$ cat config.mk
export PLATFORM = sky130hd
export DESIGN_NAME = spi_rx_slave
export DESIGN_NICKNAME = d
export VERILOG_FILES = /design/src/rtl/spi_rx_slave.sv
export SDC_FILE = /design/constraint.sdc
export NUM_CORES = 1
export LEC_CHECK = 0
export CORE_AREA = 2 2 62 64
export DETAILED_ROUTE_END_ITERATION = 12
export DIE_AREA = 0 0 64 66
export DONT_BUFFER_PORTS = 1
export PLACE_DENSITY_LB_ADDON = 0.1
export SLEW_MARGIN = 20
export SYNTH_ARGS = -nofsm -noshare
export SYNTH_HDL_FRONTEND = slang
export SYNTH_SLANG_ARGS = --single-unit
$ cat constraint.sdc
create_clock -name clk -period 2.7 [get_ports clk]
set_clock_uncertainty 0.2 [all_clocks]
set_input_delay 0.54 -clock clk [delete_from_list [all_inputs] [get_ports clk]]
set_output_delay 0.54 -clock clk [all_outputs]
set_load 0.02 [all_outputs]
$ cat src/rtl/spi_rx_slave.sv
`timescale 1ns/1ps
// spi_rx_slave
//   SPI mode-0 receiver (slave end). The three SPI lines are oversampled
//   in the clk domain. MSB-first words are shifted in, and each word is
//   presented on a valid/ready output port. Short frames and output
//   overruns are flagged with 1-cycle pulses.
//
//   Optional feature macro: SPI_RX_PARITY_EN
//     When defined, each word is followed by one even-parity bit. The
//     par_err output is added, and a word whose parity does not check is
//     discarded.
//
// Ports
//   clk        system clock
//   RSTn       async active-low reset (release synchronous to clk)
//   spi_cs     chip select, active low, asynchronous
//   spi_clk    SPI clock, idle low, sampled on rising edge, asynchronous
//   spi_data   serial data, MSB first
//   rx_data    received word, stable while rx_valid=1
//   rx_valid   word available
//   rx_ready   consumer accepts the word when rx_valid & rx_ready
//   frame_err  1-cycle pulse: CS deasserted mid-word
//   par_err    1-cycle pulse: parity mismatch (SPI_RX_PARITY_EN only)
//   overrun    1-cycle pulse: completed word dropped, output still full
//
// FSM states
//   state  | meaning
//   IDLE   | CS high (or not yet armed after reset); bit counter held at 0
//   SHIFT  | CS low; data bits shifted in on each rising spi_clk
//   PARITY | waiting for the parity bit after the last data bit (option)

module spi_rx_slave #(
  parameter int DATA_W      = 16,
  parameter int SYNC_STAGES = 2
) (
  input  logic              clk,
  input  logic              RSTn,
  input  logic              spi_cs,
  input  logic              spi_clk,
  input  logic              spi_data,
  output logic [DATA_W-1:0] rx_data,
  output logic              rx_valid,
  input  logic              rx_ready,
  output logic              frame_err,
`ifdef SPI_RX_PARITY_EN
  output logic              par_err,
`endif
  output logic              overrun
);

  localparam int CNT_W = $clog2(DATA_W);
  localparam logic [CNT_W-1:0] LAST_BIT = CNT_W'(DATA_W - 1);

  // Without parity the last data bit goes straight to the output from the
  // synchroniser, so only DATA_W-1 bits need holding.
`ifdef SPI_RX_PARITY_EN
  localparam int SH_W = DATA_W;
`else
  localparam int SH_W = DATA_W - 1;
`endif

  typedef enum logic [1:0] {
    IDLE,
    SHIFT
`ifdef SPI_RX_PARITY_EN
    , PARITY
`endif
  } state_t;

  state_t                 state_q;
  logic [SYNC_STAGES-1:0] cs_sync_q;
  logic [SYNC_STAGES-1:0] clk_sync_q;
  logic [SYNC_STAGES-1:0] data_sync_q;
  logic [SYNC_STAGES-1:0] fill_q;
  logic                   armed_q;
  logic                   clk_prev_q;
  logic [CNT_W-1:0]       bitcnt_q;
  logic [SH_W-1:0]        shreg_q;
  logic [DATA_W-1:0]      rx_data_q;
  logic                   rx_valid_q;
  logic                   frame_err_q;
  logic                   overrun_q;
  logic                   par_err_q;

  logic              cs_s;
  logic              clk_s;
  logic              data_s;
  logic              rise;
  logic              word_done;
  logic [DATA_W-1:0] word_val;

  assign cs_s   = cs_sync_q[SYNC_STAGES-1];
  assign clk_s  = clk_sync_q[SYNC_STAGES-1];
  assign data_s = data_sync_q[SYNC_STAGES-1];
  assign rise   = clk_s & ~clk_prev_q;

  always_comb begin
    word_done = 1'b0;
`ifdef SPI_RX_PARITY_EN
    word_val  = shreg_q;
    word_done = (state_q == PARITY) && !cs_s && rise && (data_s == ^shreg_q);
`else
    word_val  = {shreg_q, data_s};
    word_done = (state_q == SHIFT) && !cs_s && rise && (bitcnt_q == LAST_BIT);
`endif
  end

  always_ff @(posedge clk or negedge RSTn) begin
    if (!RSTn) begin
      state_q     <= IDLE;
      cs_sync_q   <= '1;
      clk_sync_q  <= '0;
      data_sync_q <= '0;
      fill_q      <= '0;
      armed_q     <= 1'b0;
      clk_prev_q  <= 1'b0;
      bitcnt_q    <= '0;
      shreg_q     <= '0;
      rx_data_q   <= '0;
      rx_valid_q  <= 1'b0;
      frame_err_q <= 1'b0;
      overrun_q   <= 1'b0;
      par_err_q   <= 1'b0;
    end else begin
      cs_sync_q   <= {cs_sync_q[SYNC_STAGES-2:0], spi_cs};
      clk_sync_q  <= {clk_sync_q[SYNC_STAGES-2:0], spi_clk};
      data_sync_q <= {data_sync_q[SYNC_STAGES-2:0], spi_data};
      clk_prev_q  <= clk_s;

      // cs_s only reflects the real pin once the reset value has flushed
      // out of the chain; a CS already low at reset release must first be
      // seen high before a new frame may start.
      fill_q <= {fill_q[SYNC_STAGES-2:0], 1'b1};
      if (fill_q[SYNC_STAGES-1] && cs_s)
        armed_q <= 1'b1;

      frame_err_q <= 1'b0;
      overrun_q   <= 1'b0;
      par_err_q   <= 1'b0;

      case (state_q)
        IDLE: begin
          bitcnt_q <= '0;
          if (armed_q && !cs_s)
            state_q <= SHIFT;
        end
        SHIFT: begin
          // CS release wins over a coincident rising edge.
          if (cs_s) begin
            state_q  <= IDLE;
            bitcnt_q <= '0;
            if (bitcnt_q != '0)
              frame_err_q <= 1'b1;
          end else if (rise) begin
            shreg_q <= {shreg_q[SH_W-2:0], data_s};
            if (bitcnt_q == LAST_BIT) begin
              bitcnt_q <= '0;
`ifdef SPI_RX_PARITY_EN
              state_q  <= PARITY;
`endif
            end else begin
              bitcnt_q <= bitcnt_q + 1'b1;
            end
          end
        end
`ifdef SPI_RX_PARITY_EN
        PARITY: begin
          if (cs_s) begin
            state_q     <= IDLE;
            frame_err_q <= 1'b1;
          end else if (rise) begin
            state_q <= SHIFT;
            if (data_s != ^shreg_q)
              par_err_q <= 1'b1;
          end
        end
`endif
        default: state_q <= IDLE;
      endcase

      if (word_done) begin
        if (!rx_valid_q || rx_ready) begin
          rx_data_q  <= word_val;
          rx_valid_q <= 1'b1;
        end else begin
          overrun_q <= 1'b1;
        end
      end else if (rx_valid_q && rx_ready) begin
        rx_valid_q <= 1'b0;
      end
    end
  end

  assign rx_data   = rx_data_q;
  assign rx_valid  = rx_valid_q;
  assign frame_err = frame_err_q;
  assign overrun   = overrun_q;
`ifdef SPI_RX_PARITY_EN
  assign par_err   = par_err_q;
`endif

endmodule

== Word level (Yosys, flattened, before mapping) ==
Index checks and enable logic that the tools add are counted.

* $add $sub $neg: 1
* Equal/unequal tests: 6
* Multiplexer cells: 15
* Bitwise operators: 3
* Reduce and logical (&&, ||, !) cells: 18

{| class="wikitable"
|+ Operator list
! kind !! number
|-
| $mux W4 || 3
|-
| $mux W1 || 8
|-
| $pmux W4 S2 || 1
|-
| $reduce_and A2 Y1 || 4
|-
| $logic_and A1 B1 Y1 || 6
|-
| $add A4 B1 Y4 const B || 1
|-
| $eq A4 B4 Y1 const B || 1
|-
| $mux W2 || 2
|-
| $ne A2 B2 Y1 const B || 2
|-
| $pmux W2 S2 || 1
|-
| $reduce_bool A2 Y1 || 2
|-
| $reduce_bool A4 Y1 || 1
|-
| $ne A3 B3 Y1 const B || 1
|-
| $reduce_and A3 Y1 || 1
|-
| $eq A2 B1 Y1 const B || 1
|-
| $logic_not A1 Y1 || 2
|-
| $logic_not A2 Y1 || 1
|-
| $ne A2 B1 Y1 const B || 1
|-
| $not A1 Y1 || 2
|-
| $and A1 B1 Y1 || 1
|-
| $logic_or A1 B1 Y1 || 1
|}

* Flip-flop bits (word level): 50
* Bits of input ports: 6
* Output and inout bits: 19
* Word-level logic and storage cells: 56

== Logic depth before layout (Yosys ltp) ==
* Word-level depth: 6
* Mapped depth: 6
* Gate-level depth less buffers: 4

== Worst setup path before layout ==
Ideal clock, no wire load.

* Path type: register -> register
* Start: reg cs_sync_q[1]
* End: reg rx_data_q[10], in the netlist rx_data[10]
* Library setup time: 0.125 ns
* Arrival time: 1.554 ns
* Required time: 2.375 ns
* Setup slack: 0.821 ns
* Stages on the path, launching flop included: 7
* Buffers on the path: 3
* Clock period less this slack: 1.879 ns
* Cell sequence: dfstp_2 > and4bb_1 > buf_6 > and3b_1 > buf_6 > buf_12 > mux2_4

* Longest elaborated chain between the ends: 5

{| class="wikitable"
|+ Ends and longest elaborated chain
! element !! RTL line !! text
|-
| start: declaration || 71 || <nowiki>logic [SYNC_STAGES-1:0] cs_sync_q;</nowiki>
|-
| start signal: assignment || 125 || <nowiki>cs_sync_q <= {cs_sync_q[SYNC_STAGES-2:0], spi_cs};</nowiki>
|-
| $logic_not A1 Y1 || 104 || <nowiki>word_done = (state_q == SHIFT) && !cs_s && rise && (bitcnt_q == LAST_BIT);</nowiki>
|-
| $logic_and A1 B1 Y1 (3 in series) || 104 ||
|-
| $reduce_and A2 Y1 (no source line) || n/a ||
|-
| end signal: assignment || 183 || <nowiki>rx_data_q <= word_val;</nowiki>
|-
| end: declaration || 79 || <nowiki>logic [DATA_W-1:0] rx_data_q;</nowiki>
|}

Every way passes these cells.
A chain may end at the register's enable or synchronous reset.

== Worst setup path in the final report ==
* Start: reg bitcnt_q[1]
* End: reg rx_data_q[3], in the netlist rx_data[3]

* Longest elaborated chain between the ends: 3

{| class="wikitable"
|+ Ends and longest elaborated chain
! element !! RTL line !! text
|-
| start: declaration || 77 || <nowiki>logic [CNT_W-1:0] bitcnt_q;</nowiki>
|-
| start signal: assignment || 162 || <nowiki>bitcnt_q <= bitcnt_q + 1'b1;</nowiki>
|-
| $eq A4 B4 Y1 || 104 ||
|-
| $logic_and A1 B1 Y1 || 104 ||
|-
| $reduce_and A2 Y1 (no source line) || n/a ||
|}

Every way passes these cells.

==> flow_summary.json <==
{
  "finalHoldViolations": 0,
  "ios": 25,
  "critPathKind": "reg2reg",
  "start_util": 0.5250,
  "path_max_fanout": 10,
  "wl_per_cell_um": 14.79,
  "post-route-drc-count": 0,
  "power_density_nw_per_um2": 652.6,
  "grt_overflow_total": 0,
  "min_period_over_period": 0.7915,
  "rsz0062_at_grt": "false",
  "maxCapViolCount": 0,
  "vdd_drop_max_uv": 350.4,
  "slew_viol_final": 0,
  "layout_common_cells": "47 x dfrtp_1, 21 x mux2_2, 10 x mux2_4",
  "clk_pin_slew_ps": 140,
  "antenna_left": 0,
  "cp-end-kind": "flip-flop",
  "finalSetupViolCount": 0,
  "final_net_count": 136,
  "grt_pass1_vias": 924,
  "routed_wl_mm": 2.617,
  "cts_max_path_buffers": 2,
  "io_buffers": 0,
  "crit_required_ps": 2750,
  "die_h_um": 66,
  "hpwl_mm": 1.677,
  "viasPerCell": 5.198,
  "mostFrequentLayoutCell": "dfrtp_1",
  "avgSynthCellArea_um2": 15.80,
  "synth_area_um2": 1864,
  "num_rows": 22,
  "drt_first_pass_iters": 4,
  "layout-drive-gt1-share": 0.3411,
  "cts-htree-levels": 2,
  "cts_sinks": 49,
  "antenna_found_initial": 0,
  "power.leakage_nw": 0.9970,
  "cts_tree": "yes",
  "grt_first_pass_wirelength_mm": 4.416,
  "synth_cell_types": 23,
  "syn2layout_area_growth_pct": 11.28,
  "tns_ps": 0,
  "diodes": 0,
  "cts_buffers": 5,
  "max_freq_mhz": 467.9,
  "gp_congestion": 0.7676,
  "post-place-ws_ps": 593.6,
  "synth.net_count": 126,
  "status": "finished, final reports clean",
  "clock_latency_ps": 350,
  "ys_warn_count": 0,
  "yosysSeqAreaShare": 0.6591,
  "fin_crit_ps": 2137,
  "start_kind": "flip-flop",
  "fill_cells": 287,
  "syn_inst": 118,
  "chipWidth_um": 64,
  "cts_resized": 0,
  "hold_class": "reg2reg",
  "grt_max_degree": 50,
  "gr-usage-all-layers": 0.1434,
  "fin_ws_ps": 562.9,
  "die-area_um2": 4224,
  "clock-root-buffer": "clkbuf_4",
  "crit_arrival_ps": 2180,
  "first_iter_violations": 36,
  "num_vias": 920,
  "synth_seq_cells": 49,
  "core_area_um2": 3551
}
## routing by layer
metal | vias to the layer above | GRT usage | share of wire
met5 | - | 0 | 0
met2 | 23 | 0.2122 | 0.46
met4 | 0 | 0.08967 | 0.018
li1 | 423 | - | -
met1 | 469 | 0.1769 | 0.47
met3 | 5 | 0.05451 | 0.050
## sequential cells by signal, indices dropped and copies added, names as in the netlist, 2 cells and up
| register | flops |
|---|---|
| rx_data | 16 |
| shreg_q | 15 |
| bitcnt_q | 4 |
| clk_sync_q | 2 |
| cs_sync_q | 2 |
| data_sync_q | 2 |
| fill_q | 2 |
## cell usage after synthesis, drive strengths merged
library cell | instances | share of area
conb | 1 | 0.0020
and3b | 1 | 0.0047
nand3 | 3 | 0.0081
a41oi | 1 | 0.0047
buf | 4 | 0.026
nor2 | 5 | 0.010
nand2 | 6 | 0.012
ha | 2 | 0.013
nand3b | 1 | 0.0040
and4bb | 1 | 0.0067
nand2b | 4 | 0.013
dfstp | 2 | 0.028
inv | 2 | 0.0040
a21oi | 3 | 0.0081
mux2 | 31 | 0.21
a21o | 1 | 0.0040
nor2b | 1 | 0.0034
dfrtp | 47 | 0.63
xor2 | 1 | 0.0047
a311oi | 1 | 0.0047
## worst paths after layout
path                           endpoint  slack [ps]  cells past startpoint    startpoint
max                          rx_data[3]         560                      5   bitcnt_q[1]
min                        cs_sync_q[1]         170                      0  cs_sync_q[0]
max reg2reg                  rx_data[3]         560                      5   bitcnt_q[1]
min reg2reg                cs_sync_q[1]         170                      0  cs_sync_q[0]
max in group asynchronous  cs_sync_q[0]        1560                      2          RSTn
min in group asynchronous   bitcnt_q[2]         470                      2          RSTn
## final cells by class
type	count	area [µm²]	area share
multi-input cells	63	580.6	0.2799
well taps	48	60.06	0.02895
clock buffers	5	37.54	0.01809
flip-flops and latches	49	1229	0.5923
clock inverters	3	65.06	0.03136
repair buffers	7	95.09	0.04584
inverters	2	7.507	0.003619
## metrics by stage
step / instance area [µm²] / total power [mW] / cells / hold slack [ps] / utilization
2_1_floorplan: 1864 / 0.8281 / 118 / 44.41 / -
3_3_place_gp: 1904 / 0.8363 / 164 / 45.35 / 0.5363
3_5_place_dp: 1904 / 0.8403 / 164 / 45.41 / 0.5363
4_1_cts: 2074 / 1.373 / 177 / 166.1 / 0.5842
5_1_grt: 2074 / 1.417 / 177 / 172.0 / 0.5842
6_report: 2074 / 1.354 / 177 / 165.6 / 0.5842
## critical path, stage by stage, from the launching register on
cell     delay (ps)
dfrtp_1         440
ha_1            210
nand3_1         140
and3b_1         500
buf_12          200
mux2_2          330
## power breakdown
group,internal (mW),switching [mW],leakage [nW]
clock,0.287,0.220,0.0552
sequential,0.767,0.0222,0.648
combinational,0.0315,0.0264,0.294
## repair_timing
item                      CTS  global route
buffers inserted            0             0
hold endpoints to repair   52             0
hold buffers                5             0
## cell families (layout without fill, tap and decap cells)
| family | count (synthesis) | count (layout) | synth area share |
|---|---|---|---|
| AND/OR/NAND/NOR | 22 | 22 | 0.06242 |
| multiplexers | 31 | 31 | 0.2074 |
| buffers and inverters | 6 | 17 | 0.02953 |
| other | 1 | 1 | 0.002011 |
| AO/OA/AOI/OAI | 6 | 6 | 0.02148 |
| adder cells (fa/ha/maj) | 2 | 2 | 0.01342 |
| XOR/XNOR | 1 | 1 | 0.004699 |
| flip-flops | 49 | 49 | 0.6591 |
(Power assumes the default switching activity.)
